$ cat src/rtl/joy_md_pkg.sv
// Shared constants and types for the Megadrive DB9 splitter scan sequencer.
// Provides scan step numbers, joystick word bit positions, the 12-bit word
// type, the sequencer state type and the active-low to active-high helper.
// Optional feature macro used by the top: JOY_MD_DEBOUNCE_EN.
package joy_md_pkg;

    // Scan steps (slot >> 1) that capture pad state.
    localparam logic [2:0] STEP_BASE = 3'd0;
    localparam logic [2:0] STEP_MDID = 3'd1;
    localparam logic [2:0] STEP_6ID  = 3'd5;
    localparam logic [2:0] STEP_XYZ  = 3'd6;

    // Published word layout, MSZYXCBAUDLR from bit 11 down to bit 0.
    localparam int BIT_R = 0;
    localparam int BIT_L = 1;
    localparam int BIT_D = 2;
    localparam int BIT_U = 3;
    localparam int BIT_A = 4;
    localparam int BIT_B = 5;
    localparam int BIT_C = 6;
    localparam int BIT_X = 7;
    localparam int BIT_Y = 8;
    localparam int BIT_Z = 9;
    localparam int BIT_S = 10;
    localparam int BIT_M = 11;

    localparam logic [3:0] SLOT_LAST = 4'd15;

    typedef logic [11:0] joy_word_t;

    typedef enum logic {
        ST_SCAN = 1'b0,
        ST_GAP  = 1'b1
    } scan_state_t;

    // Pad lines are pulled up and pressed buttons short them to ground.
    function automatic logic [5:0] to_active_high(input logic [5:0] raw);
        return ~raw;
    endfunction

endpackage

$ cat src/rtl/joy_md_port_decode.sv
// Per-port shadow decoder: builds one pad's 12-bit word and 6-button flag
// from the samples taken at each scan step of a frame.
// Ports: clk, reset (async, active-high), clear (wipe shadow at frame start),
//        sample (capture strobe for this port), step (current scan step),
//        joy_in (raw active-low lines), word (shadow word), six (6-button).
module joy_md_port_decode
    import joy_md_pkg::*;
(
    input  logic       clk,
    input  logic       reset,
    input  logic       clear,
    input  logic       sample,
    input  logic [2:0] step,
    input  logic [5:0] joy_in,
    output joy_word_t  word,
    output logic       six
);

    logic [5:0] in_ah;
    joy_word_t  word_d;
    joy_word_t  word_q;
    logic       six_d;
    logic       six_q;

    assign in_ah = to_active_high(joy_in);

    always_comb begin
        word_d = word_q;
        six_d  = six_q;
        if (clear) begin
            word_d = '0;
            six_d  = 1'b0;
        end else if (sample) begin
            unique case (step)
                STEP_BASE: begin
                    word_d[BIT_U] = in_ah[3];
                    word_d[BIT_D] = in_ah[2];
                    word_d[BIT_L] = in_ah[1];
                    word_d[BIT_R] = in_ah[0];
                    word_d[BIT_B] = in_ah[4];
                    word_d[BIT_C] = in_ah[5];
                end
                STEP_MDID: begin
                    // An MD pad grounds L and R while select is low;
                    // a Master System pad ignores select entirely.
                    if (in_ah[1:0] == 2'b11) begin
                        word_d[BIT_A] = in_ah[4];
                        word_d[BIT_S] = in_ah[5];
                    end else begin
                        word_d[BIT_A] = 1'b0;
                        word_d[BIT_S] = 1'b0;
                    end
                end
                STEP_6ID: begin
                    // Third low pulse: a 6-button pad grounds all of UDLR.
                    six_d = &in_ah[3:0];
                end
                STEP_XYZ: begin
                    if (six_q) begin
                        word_d[BIT_M] = in_ah[0];
                        word_d[BIT_X] = in_ah[1];
                        word_d[BIT_Y] = in_ah[2];
                        word_d[BIT_Z] = in_ah[3];
                    end else begin
                        word_d[BIT_M] = 1'b0;
                        word_d[BIT_X] = 1'b0;
                        word_d[BIT_Y] = 1'b0;
                        word_d[BIT_Z] = 1'b0;
                    end
                end
                default: begin
                end
            endcase
        end
    end

    always_ff @(posedge clk or posedge reset) begin
        if (reset) begin
            word_q <= '0;
            six_q  <= 1'b0;
        end else begin
            word_q <= word_d;
            six_q  <= six_d;
        end
    end

    assign word = word_q;
    assign six  = six_q;

endmodule

$ cat src/rtl/joy_md_scan_ctrl.sv
// Scan sequencer for the Megadrive DB9 splitter: walks 16 slots alternating
// between the two ports, drives the MD select line through the 6-button
// protocol, then idles for a gap and publishes both pads atomically.
// Ports: clk, reset (async, active-high), joy_in (raw active-low lines),
//        joy_mdsel (select to pads), joy_split (0 = port 1, 1 = port 2),
//        joystick1/2 (active-high MSZYXCBAUDLR), six_btn1/2 (6-button
//        detected), frame_valid (one-clock publish pulse).
// Define JOY_MD_DEBOUNCE_EN to publish a port only when its word matches
// the previous frame's word.
module joy_md_scan_ctrl
    import joy_md_pkg::*;
#(
    parameter int SLOT_CYCLES = 64,
    parameter int GAP_CYCLES  = 100000
) (
    input  logic        clk,
    input  logic        reset,
    input  logic [5:0]  joy_in,
    output logic        joy_mdsel,
    output logic        joy_split,
    output logic [11:0] joystick1,
    output logic [11:0] joystick2,
    output logic        six_btn1,
    output logic        six_btn2,
    output logic        frame_valid
);

    localparam int CYC_W = (SLOT_CYCLES > 1) ? $clog2(SLOT_CYCLES) : 1;
    localparam int GAP_W = $clog2(GAP_CYCLES + 1);

    localparam logic [CYC_W-1:0] CYC_LAST = CYC_W'(SLOT_CYCLES - 1);
    localparam logic [GAP_W-1:0] GAP_LAST = GAP_W'(GAP_CYCLES);

    scan_state_t      state_d;
    scan_state_t      state_q;
    logic [CYC_W-1:0] cyc_d;
    logic [CYC_W-1:0] cyc_q;
    logic [3:0]       slot_d;
    logic [3:0]       slot_q;
    logic [GAP_W-1:0] gap_d;
    logic [GAP_W-1:0] gap_q;
    logic             mdsel_d;
    logic             mdsel_q;
    logic             split_d;
    logic             split_q;
    joy_word_t        joy1_d;
    joy_word_t        joy1_q;
    joy_word_t        joy2_d;
    joy_word_t        joy2_q;
    logic             six1_d;
    logic             six1_q;
    logic             six2_d;
    logic             six2_q;
    logic             fv_d;
    logic             fv_q;
`ifdef JOY_MD_DEBOUNCE_EN
    logic [12:0]      prev1_d;
    logic [12:0]      prev1_q;
    logic [12:0]      prev2_d;
    logic [12:0]      prev2_q;
`endif

    logic       slot_end;
    logic [3:0] slot_nxt;
    logic       sh_clear;
    logic       samp1;
    logic       samp2;
    joy_word_t  sh_word1;
    joy_word_t  sh_word2;
    logic       sh_six1;
    logic       sh_six2;

    assign slot_end = (state_q == ST_SCAN) && (cyc_q == CYC_LAST);
    assign slot_nxt = slot_q + 4'd1;
    assign sh_clear = (state_q == ST_SCAN) && (slot_q == 4'd0) &&
                      (cyc_q == '0);
    assign samp1    = slot_end && !slot_q[0];
    assign samp2    = slot_end && slot_q[0];

    joy_md_port_decode u_port1 (
        .clk    (clk),
        .reset  (reset),
        .clear  (sh_clear),
        .sample (samp1),
        .step   (slot_q[3:1]),
        .joy_in (joy_in),
        .word   (sh_word1),
        .six    (sh_six1)
    );

    joy_md_port_decode u_port2 (
        .clk    (clk),
        .reset  (reset),
        .clear  (sh_clear),
        .sample (samp2),
        .step   (slot_q[3:1]),
        .joy_in (joy_in),
        .word   (sh_word2),
        .six    (sh_six2)
    );

    always_comb begin
        state_d = state_q;
        cyc_d   = cyc_q;
        slot_d  = slot_q;
        gap_d   = gap_q;
        mdsel_d = mdsel_q;
        split_d = split_q;
        joy1_d  = joy1_q;
        joy2_d  = joy2_q;
        six1_d  = six1_q;
        six2_d  = six2_q;
        fv_d    = 1'b0;
`ifdef JOY_MD_DEBOUNCE_EN
        prev1_d = prev1_q;
        prev2_d = prev2_q;
`endif
        unique case (state_q)
            ST_SCAN: begin
                if (slot_end) begin
                    cyc_d = '0;
                    if (slot_q == SLOT_LAST) begin
                        state_d = ST_GAP;
                        slot_d  = 4'd0;
                        gap_d   = '0;
                        mdsel_d = 1'b1;
                        split_d = 1'b0;
                    end else begin
                        // Outputs lead the slot so they are valid from
                        // its first clock through the sample clock.
                        slot_d  = slot_nxt;
                        split_d = slot_nxt[0];
                        mdsel_d = ~slot_nxt[1];
                    end
                end else begin
                    cyc_d = cyc_q + CYC_W'(1);
                end
            end
            ST_GAP: begin
                if (gap_q == GAP_LAST) begin
                    state_d = ST_SCAN;
                    gap_d   = '0;
                    cyc_d   = '0;
                    slot_d  = 4'd0;
                    mdsel_d = 1'b1;
                    split_d = 1'b0;
                end else begin
                    gap_d = gap_q + GAP_W'(1);
                end
                // The first gap clock is the publish clock.
                if (gap_q == '0) begin
                    fv_d = 1'b1;
`ifdef JOY_MD_DEBOUNCE_EN
                    prev1_d = {sh_six1, sh_word1};
                    prev2_d = {sh_six2, sh_word2};
                    if ({sh_six1, sh_word1} == prev1_q) begin
                        joy1_d = sh_word1;
                        six1_d = sh_six1;
                    end
                    if ({sh_six2, sh_word2} == prev2_q) begin
                        joy2_d = sh_word2;
                        six2_d = sh_six2;
                    end
`else
                    joy1_d = sh_word1;
                    joy2_d = sh_word2;
                    six1_d = sh_six1;
                    six2_d = sh_six2;
`endif
                end
            end
            default: begin
                state_d = ST_SCAN;
            end
        endcase
    end

    always_ff @(posedge clk or posedge reset) begin
        if (reset) begin
            state_q <= ST_SCAN;
            cyc_q   <= '0;
            slot_q  <= 4'd0;
            gap_q   <= '0;
            mdsel_q <= 1'b1;
            split_q <= 1'b0;
            joy1_q  <= '0;
            joy2_q  <= '0;
            six1_q  <= 1'b0;
            six2_q  <= 1'b0;
            fv_q    <= 1'b0;
`ifdef JOY_MD_DEBOUNCE_EN
            prev1_q <= '0;
            prev2_q <= '0;
`endif
        end else begin
            state_q <= state_d;
            cyc_q   <= cyc_d;
            slot_q  <= slot_d;
            gap_q   <= gap_d;
            mdsel_q <= mdsel_d;
            split_q <= split_d;
            joy1_q  <= joy1_d;
            joy2_q  <= joy2_d;
            six1_q  <= six1_d;
            six2_q  <= six2_d;
            fv_q    <= fv_d;
`ifdef JOY_MD_DEBOUNCE_EN
            prev1_q <= prev1_d;
            prev2_q <= prev2_d;
`endif
        end
    end

    assign joy_mdsel   = mdsel_q;
    assign joy_split   = split_q;
    assign joystick1   = joy1_q;
    assign joystick2   = joy2_q;
    assign six_btn1    = six1_q;
    assign six_btn2    = six2_q;
    assign frame_valid = fv_q;

endmodule

$ cat config.mk
export PLATFORM = sky130hd
export DESIGN_NAME = joy_md_scan_ctrl
export DESIGN_NICKNAME = d
export VERILOG_FILES = /design/src/rtl/joy_md_pkg.sv /design/src/rtl/joy_md_port_decode.sv /design/src/rtl/joy_md_scan_ctrl.sv
export SDC_FILE = /design/constraint.sdc
export NUM_CORES = 1
export LEC_CHECK = 0
export ABC_AREA = 0
export BUFFER_PORTS_ARGS = -buffer_cell sky130_fd_sc_hd__clkbuf_2
export CORE_MARGIN = 2
export CORE_UTILIZATION = 59
export DETAILED_ROUTE_END_ITERATION = 8
export PLACE_DENSITY = 0.79
export RECOVER_POWER = 25
export SYNTH_ARGS = -nofsm -noshare
export SYNTH_HDL_FRONTEND = slang
export SYNTH_SLANG_ARGS = --single-unit
$ cat constraint.sdc
create_clock -name clk -period 3.3 [get_ports clk]
set_input_delay 0.495 -clock clk [delete_from_list [all_inputs] [get_ports clk]]
set_output_delay 0.495 -clock clk [all_outputs]
set_load 0.03 [all_outputs]
==> flow_metrics.py <==
metrics = {
    "place": {
        "place_ws_ns": 0.7763,
        "io_buffers": 36,
        "gp_congestion": 0.8409,
        "dp.cells": 452,
        "dp_hpwl_um": 5568,
    },
    "cts": {
        "tritoncts": "yes",
        "clock_sink_count": 82,
        "h-tree-depth": 3,
        "cts_setup_buffers": 0,
        "cts_repair_resize_count": 0,
        "cts_buffers": 9,
        "ctsLongestPathBuffers": 2,
        "ctsHoldBuffers": 0,
        "root_buffer": "clkbuf_8",
        "clk_latency_ns": 0.36,
        "clkTransAtPathRegs_ns": 0.09,
    },
    "power_and_ir_drop": {
        "power_frac_comb_pct": 2.0,
        "cellPowerDensity_nw_per_um2": 398.4,
        "switchingPower_uw": 423.3,
        "totalPowerFinal_uw": 1723,
        "ir_worst_vdd_mv": 0.3048,
        "p_sw_share_pct": 24.56,
        "power_frac_seq_pct": 58.3,
        "internal-power_uw": 1300,
        "cellLeakagePower_uw": 0.002097,
        "p_clk_share_pct": 39.8,
    },
    "status": {
        "violations": "capacitance limit, slew limit",
        "outcome": "finished, violations left",
    },
    "setup_path": {
        "worstSetupPathType": "register to register",
        "cp_data_arrival_time_ns": 2.79,
        "slowest_stage": "o41a_1",
        "startpoint_type": "register",
        "r2r_end": "gap_q[14]",
        "crit_path_max_fanout": 29,
        "worst-r2r-setup-slack_ns": 0.76,
        "cp.buffers_inverters": 0,
        "crit_required_ns": 3.54,
        "reg2reg_depth": 4,
        "end_kind": "register",
        "cp_cell_sequence": "or4_4 > o41a_1 > and3_1 > a211o_1",
        "r2r-start": "gap_q[8]",
        "critPathMaxStageDelay_ns": 0.80,
        "crit_family": "compound AO/OA/AOI/OAI gates",
    },
    "global_routing": {
        "grt_max_degree": 38,
        "antenna_found_initial": 0,
        "grt_pass1_vias": 2842,
        "grt_overflow": 0,
        "grt_pass1_wl_um": 13720,
        "grt_usage_pct": 23.83,
    },
    "detailed_routing": {
        "ant_nets": 0,
        "drt-initial-drc-count": 170,
        "wire_per_inst_um": 17.04,
        "route.detailed.drc": 0,
        "via_per_inst": 6.147,
        "dr.pass1.iters": 5,
        "num_vias": 2877,
        "totalWireLength_um": 7976,
    },
    "sta": {
        "whs_ns": 0.4688,
        "drv_slew": 38,
        "min_period_ns": 2.544,
        "rsz0062_at_grt": "false",
        "setup_slack_ns": 0.7555,
        "finalSetupTns_ns": 0,
        "skew_ns": 0.008531,
        "clock.fmax_ghz": 0.3930,
        "tightestPinTransition_ns": 1.628,
        "setup_viol_count_final": 0,
        "fin_crit_sh_pct": 77.11,
        "slew_headroom_pct": -9.163,
        "finalHoldViolations": 0,
    },
    "floorplan": {
        "coreArea_um2": 6386,
        "die_area_um2": 7297,
        "die_height_um": 85.42,
        "io_pins": 37,
        "die_w_um": 85.42,
        "fp-row-count": 29,
        "start_util_pct": 61.25,
    },
    "hold_path": {
        "hold_depth": 3,
        "min_to": "u_port2.word[9]",
        "hp-class": "primary input to register",
        "worstHoldStart": "joy_in[3]",
    },
    "synthesis": {
        "synth-async-reset-ratio_pct": 100.0,
        "synth-seq-cells": 82,
        "ys_seq_area_share_pct": 52.50,
        "synth_enable_flop_cells": 0,
        "syn_nets": 364,
        "syn_area_um2": 3911,
        "syn_inst": 350,
        "synth.avg_cell_area_um2": 11.18,
        "synth_cell_types": 53,
        "ys.flop_type": "dfrtp_1",
        "yosys_warnings": 0,
    },
    "job": {
        "drv_cap": 1,
    },
    "final_layout": {
        "final_common_cell": "dfrtp_1",
        "finalNetCount": 400,
        "insertedDiodeCount": 0,
        "final_cell_mix": "dfrtp_1, mux2_2, clkbuf_2, nor2_1",
        "syn_to_final_growth_pct": 10.59,
        "layout-drive-gt1-share_pct": 27.37,
        "stdcell_count": 468,
    },
}
-- layer usage --
metal / GRT usage (%) / vias to the layer above / routed length, um
met5: 0 / - / 0
li1: - / 1366 / -
met3: 4.086 / 10 / 328
met2: 36.01 / 72 / 3765
met4: 9.957 / 0 / 106
met1: 34.33 / 1429 / 3775
-- worst max path at each step --
| stage | start | to | slack (ns) | cells after the start |
|---|---|---|---|---|
| 3_3_place_gp | gap_q[8] | gap_q[14] | 0.80 | 4 |
| 2_1_floorplan | reset | cyc_q[0] | 0.70 | 1 |
| 4_1_cts | gap_q[8] | gap_q[8] | 0.77 | 4 |
| 3_5_place_dp | gap_q[8] | gap_q[8] | 0.78 | 4 |
| 5_1_grt | gap_q[8] | gap_q[14] | 0.64 | 4 |
| 6_report | gap_q[8] | gap_q[14] | 0.76 | 4 |
-- tightest hold or removal path: cells and delay by family --
kind	cells	cell delay, ns
AOI/OAI and AO/OA	1	0.06
buffers and inverters	1	0.12
and+or+nand+nor	1	0.11
-- state kept, by name (all words and copies together), names as in the netlist --
signal        flops
gap_q            17
joystick1        12
joystick2        12
u_port1.word     12
u_port2.word     12
cyc_q             6
slot_q            4
frame_valid       1
joy_mdsel         1
six_btn1          1
six_btn2          1
state_q           1
u_port1.six       1
u_port2.six       1
-- cell usage after synthesis (all sizes together) (8+ instances only) --
master / instances / area share (%)
dfrtp: 81 / 52
mux2: 43 / 12
nor2: 19 / 1.8
a21oi: 18 / 2.3
nand2: 18 / 1.7
o21ai: 16 / 2.0
nand3: 15 / 1.9
clkbuf: 11 / 1.1
inv: 10 / 0.96
nand2b: 10 / 1.6
nand4: 10 / 1.6
a31oi: 9 / 1.4
nand3b: 9 / 1.7
and3: 8 / 1.3
nor4: 8 / 1.7
-- kinds of logic after synthesis --
| logic type | Yosys count | share of synthesized area (%) |
|---|---|---|
| simple gates | 120 | 17.53 |
| xor+xnor | 2 | 0.4479 |
| fa+ha+maj | 6 | 1.919 |
| buf+inv | 27 | 3.263 |
| flops | 82 | 52.50 |
| compound gates | 67 | 11.20 |
| mux | 46 | 13.15 |
-- power by group through the flow --
stage	combinational, uW	sequential, uW	clock (uW)
after floorplan	19.3	1020	0
after global placement	35.4	1020	0
after detailed placement	35.7	1020	0
after CTS	35.7	1000	701
after global routing	39.5	1000	747
final	33.7	1000	686
-- metrics by stage --
| step | util [%] | cell area [um^2] |
|---|---|---|
| after floorplan | - | 3911 |
| after global placement | 64.89 | 4144 |
| after detailed placement | 64.89 | 4144 |
| after CTS | 67.79 | 4329 |
| after global routing | 67.73 | 4325 |
| final | 67.73 | 4325 |
-- cell type report --
class | count | area [um^2]
Sequential cell | 82 | 2053
Multi-Input combinational cell | 241 | 1730
Timing Repair Buffer | 42 | 221.5
Inverter | 10 | 38.79
Tap cell | 77 | 96.34
Clock buffer | 9 | 123.9
Clock inverter | 7 | 61.31
Fill cell | 493 | 2061
Note: power is estimated with default switching activity, not from simulation.
